[config.mk]
export PLATFORM = sky130hd
export DESIGN_NAME = external_synchronizer
export DESIGN_NICKNAME = d
export VERILOG_FILES = /design/src/rtl/ext_sync_pkg.sv /design/src/rtl/sync_bit_chain.sv /design/src/rtl/external_synchronizer.sv
export SDC_FILE = /design/constraint.sdc
export NUM_CORES = 1
export LEC_CHECK = 0
export CAP_MARGIN = 40
export CORE_UTILIZATION = 25
export DETAILED_ROUTE_END_ITERATION = 8
export SYNTH_ARGS = -nofsm -noshare
export SYNTH_HDL_FRONTEND = slang
export SYNTH_SLANG_ARGS = --single-unit
[constraint.sdc]
create_clock -name clk -period 0.8 [get_ports clk]
set_input_delay 0.16 -clock clk [delete_from_list [all_inputs] [get_ports clk]]
set_output_delay 0.16 -clock clk [all_outputs]
set_load 0.1 [all_outputs]
[src/rtl/ext_sync_pkg.sv]
// Shared constants for the external signal synchronizer and its per-bit chain.
package ext_sync_pkg;

  localparam int EXT_SYNC_MIN_STAGES = 2;
  localparam int EXT_SYNC_DEF_WIDTH  = 32;

endpackage

[src/rtl/sync_bit_chain.sv]
// One-bit flop chain synchronizer, STAGES deep, asynchronous active-low reset.
module sync_bit_chain
  import ext_sync_pkg::*;
#(
  parameter int   STAGES      = EXT_SYNC_MIN_STAGES,
  parameter logic RESET_VALUE = 1'b0
) (
  input  logic clk,
  input  logic reset,
  input  logic d,
  output logic q
);

  if (STAGES < EXT_SYNC_MIN_STAGES) begin : g_stages_check
    $error("sync_bit_chain: STAGES must be at least %0d", EXT_SYNC_MIN_STAGES);
  end

  // Stage 0 is the LSB; keep these flops together and out of retiming.
  (* ASYNC_REG = "TRUE", SHREG_EXTRACT = "NO", DONT_TOUCH = "TRUE" *)
  logic [STAGES-1:0] stage_q;
  logic [STAGES-1:0] stage_d;

  always_comb begin
    stage_d = {stage_q[STAGES-2:0], d};
  end

  always_ff @(posedge clk or negedge reset) begin
    if (!reset) begin
      stage_q <= {STAGES{RESET_VALUE}};
    end else begin
      stage_q <= stage_d;
    end
  end

  assign q = stage_q[STAGES-1];

endmodule

[src/rtl/external_synchronizer.sv]
// Bit-independent multi-bit synchronizer for quasi-static external inputs.
// Optional edge-detect outputs rise_out/fall_out are enabled by EXT_SYNC_EDGE_EN.
module external_synchronizer
  import ext_sync_pkg::*;
#(
  parameter int                    DATA_WIDTH  = EXT_SYNC_DEF_WIDTH,
  parameter int                    STAGES      = EXT_SYNC_MIN_STAGES,
  parameter logic [DATA_WIDTH-1:0] RESET_VALUE = '0
) (
  input  logic                  clk,
  input  logic                  reset,
  input  logic [DATA_WIDTH-1:0] data_in,
`ifdef EXT_SYNC_EDGE_EN
  output logic [DATA_WIDTH-1:0] rise_out,
  output logic [DATA_WIDTH-1:0] fall_out,
`endif
  output logic [DATA_WIDTH-1:0] data_out
);

  if (STAGES < EXT_SYNC_MIN_STAGES) begin : g_stages_check
    $error("external_synchronizer: STAGES must be at least %0d", EXT_SYNC_MIN_STAGES);
  end

  // No coherency across bits: each bit resolves on its own chain.
  for (genvar i = 0; i < DATA_WIDTH; i++) begin : g_bit
    sync_bit_chain #(
      .STAGES      (STAGES),
      .RESET_VALUE (RESET_VALUE[i])
    ) u_chain (
      .clk   (clk),
      .reset (reset),
      .d     (data_in[i]),
      .q     (data_out[i])
    );
  end

`ifdef EXT_SYNC_EDGE_EN
  logic [DATA_WIDTH-1:0] prev_q;
  logic [DATA_WIDTH-1:0] prev_d;

  always_comb begin
    prev_d = data_out;
  end

  // Resetting to RESET_VALUE keeps reset release from looking like an edge.
  always_ff @(posedge clk or negedge reset) begin
    if (!reset) begin
      prev_q <= RESET_VALUE;
    end else begin
      prev_q <= prev_d;
    end
  end

  always_comb begin
    rise_out = data_out & ~prev_q;
    fall_out = ~data_out & prev_q;
  end
`else
  // Base build: data_out is the only output.
`endif

endmodule

==> metrics.txt <==
Die Height 87.8 um; Synth Instances 96; CP Cell Sequence buf_12; Iter 0 DRT Violations 1; Layout Nets 177; setup ws final -0.270 ns; synthesized netlist net count 130; status finished with violations; violated checks setup timing; diode count 0; CTS tree built; Largest regs g_bit.u_chain.stage_q: 64 flops; DR pass1 iterations 4; Max Transition Viols Final 0; RSZ-0062 raised after global routing true; Routed WL per cell around 12 um; cell row count 30; IO Port Bufs 65; Syn Area/Cell 19.2 um^2; Die Footprint 7710 um^2; pin count of the biggest net entering global routing 35; peak supply drop approximately 1.1 mV; Yosys top cell by area dfrtp_1; Final Skew 0.00339 ns; Clk Latency, worst-skew pair roughly 0.33 ns; max cap viols 0; CP Max Fanout 1; top cells by area, synth dfrtp_1 (87%), buf_4 (13%); Clock Path Buffers 2; Largest delay share family, worst path flip-flops; Slew headroom 0.797; placer congestion estimate 0.654; Multi-In Gates 0; #FFs+latches synth 64; clock period minus worst slack between 1 and 1.5 ns; # setup viols final 32; via count around 810; share of cells above drive strength 1 0.338; die width 87.8 um; max FFs per register 64; WHS 0.266 ns; Startpoint Class register; pwr/cell area 2460 nW/um^2; Via density between 3 and 4; clk slew on worst S/H paths 0.06 ns; CP Capture Type output pin; CTS buffer count 9; Tot GR Track Use 0.0857; synthesized area 1840 um^2; Crit path buffers/inverters 1; first-pass GRT wire length 4490 um; Min-Delay Path Class input port to register; Final period util 1.34; # DRC 0; Synth Warn # 0; Slew @ Worst Pin between 0.3 and 0.4 ns; Routed Wire Length 2820 um; antenna-violating nets left 0; Leak roughly 1.3 nW; core footprint 6940 um^2; highest clock rate ~0.93 GHz; CP required 0.64 ns; CTS root buffer clkbuf_8; clock sink count 64; vias in the first global route 924; CP Class register to output pin; Multi-input gate area 0 um^2; Initial Util 0.265; number of post-CTS setup repair buffers 0; Fin. Hold Viols 0; Netlist cell types 2; GRT overflow 0; Seq/Total Area, Yosys 0.870; CP Data Arrival Time just over 0.9 ns; Crit path largest cell delay 0.41 ns; area grow syn2layout 58.2%; Yosys top cell area share 0.870; initial antenna violation count 0; largest register by flop count g_bit.u_chain.stage_q; DP HPWL about 2100 um; slowest stage cell, crit path dfrtp_1; fill count ~630; fin util 0.419; I/O pins between 60 and 70; H-tree levels 3
[stage by stage]
stage | power [mW] | std cells | area [um^2] | setup TNS (ns) | setup slack [ns]
2_1_floorplan | 4.24 | 96 | 1840 | 0 | 0.0655
3_3_place_gp | 4.76 | 227 | 2720 | 0 | 0.0841
4_1_cts | 7.29 | 244 | 2910 | -8.98 | -0.291
5_1_grt | 7.49 | 244 | 2910 | -9.37 | -0.310
3_5_place_dp | 4.78 | 227 | 2720 | 0 | 0.0775
6_report | 7.18 | 244 | 2910 | -8.18 | -0.270
[Yosys cell counts]
| master | n |
|---|---|
| buf_4 | 32 |
| dfrtp_1 | 64 |
[power by group]
| part | internal [mW] | total [mW] | switching, mW |
|---|---|---|---|
| clock network | 1.36 | 2.47 | 1.11 |
| logic | 0.472 | 1.22 | 0.744 |
| registers | 3.40 | 3.49 | 0.0889 |
| total | 5.24 | 7.18 | 1.94 |
[cell families (layout without fill, tap and decap cells)]
family	after synthesis	in the layout	share of synthesized area
buffers and inverters	32	84	0.130
flip-flops	64	64	0.870
[worst paths after layout]
path / cells past startpoint / from / slack (ns) / endpoint
max: 1 / g_bit[25].u_chain.stage_q[1] / -0.27 / data_out[25]
max reg2reg: 0 / g_bit[18].u_chain.stage_q[0] / 0.31 / g_bit[18].u_chain.stage_q[1]
min reg2reg: 0 / g_bit[0].u_chain.stage_q[0] / 0.35 / g_bit[0].u_chain.stage_q[1]
min in group asynchronous: 3 / reset / 0.34 / g_bit[22].u_chain.stage_q[0]
max in group asynchronous: 3 / reset / 0.16 / g_bit[0].u_chain.stage_q[1]
min: 1 / data_in[18] / 0.27 / g_bit[18].u_chain.stage_q[0]
[placed cells by master, fill, tap and decap left out]
master / synthesis / layout
clkinv_2: 0 / 3
dfrtp_1: 64 / 64
clkdlybuf4s50_1: 0 / 32
buf_6: 0 / 1
clkbuf_1: 0 / 1
clkbuf_8: 0 / 12
buf_12: 0 / 33
dlygate4sd3_1: 0 / 1
buf_2: 0 / 1
[metal layers]
layer | share of wire | GRT usage | up-vias | wire length (um)
met5 | 0 | 0 | - | 0
met4 | 0.028 | 0.0715 | 0 | 79
met3 | 0.11 | 0.0509 | 10 | 322
met2 | 0.51 | 0.134 | 52 | 1430
met1 | 0.35 | 0.0804 | 396 | 986
li1 | - | - | 355 | -
[area by class of cell]
cell class / instances / area (um^2) / area share
clock buffer: 13 / 169 / 0.0580
clock inverter: 3 / 15.0 / 0.00515
sequential: 64 / 1600 / 0.550
tap: 96 / 120 / 0.0412
timing repair buffer: 68 / 1010 / 0.346
[what timing repair did]
action	CTS	global route
pin swaps	0	0
setup endpoints to repair	32	66
resized for setup	0	1
endpoints found under the hold margin	64	0
hold buffers	1	0
Power figures use the tool's default switching activity.
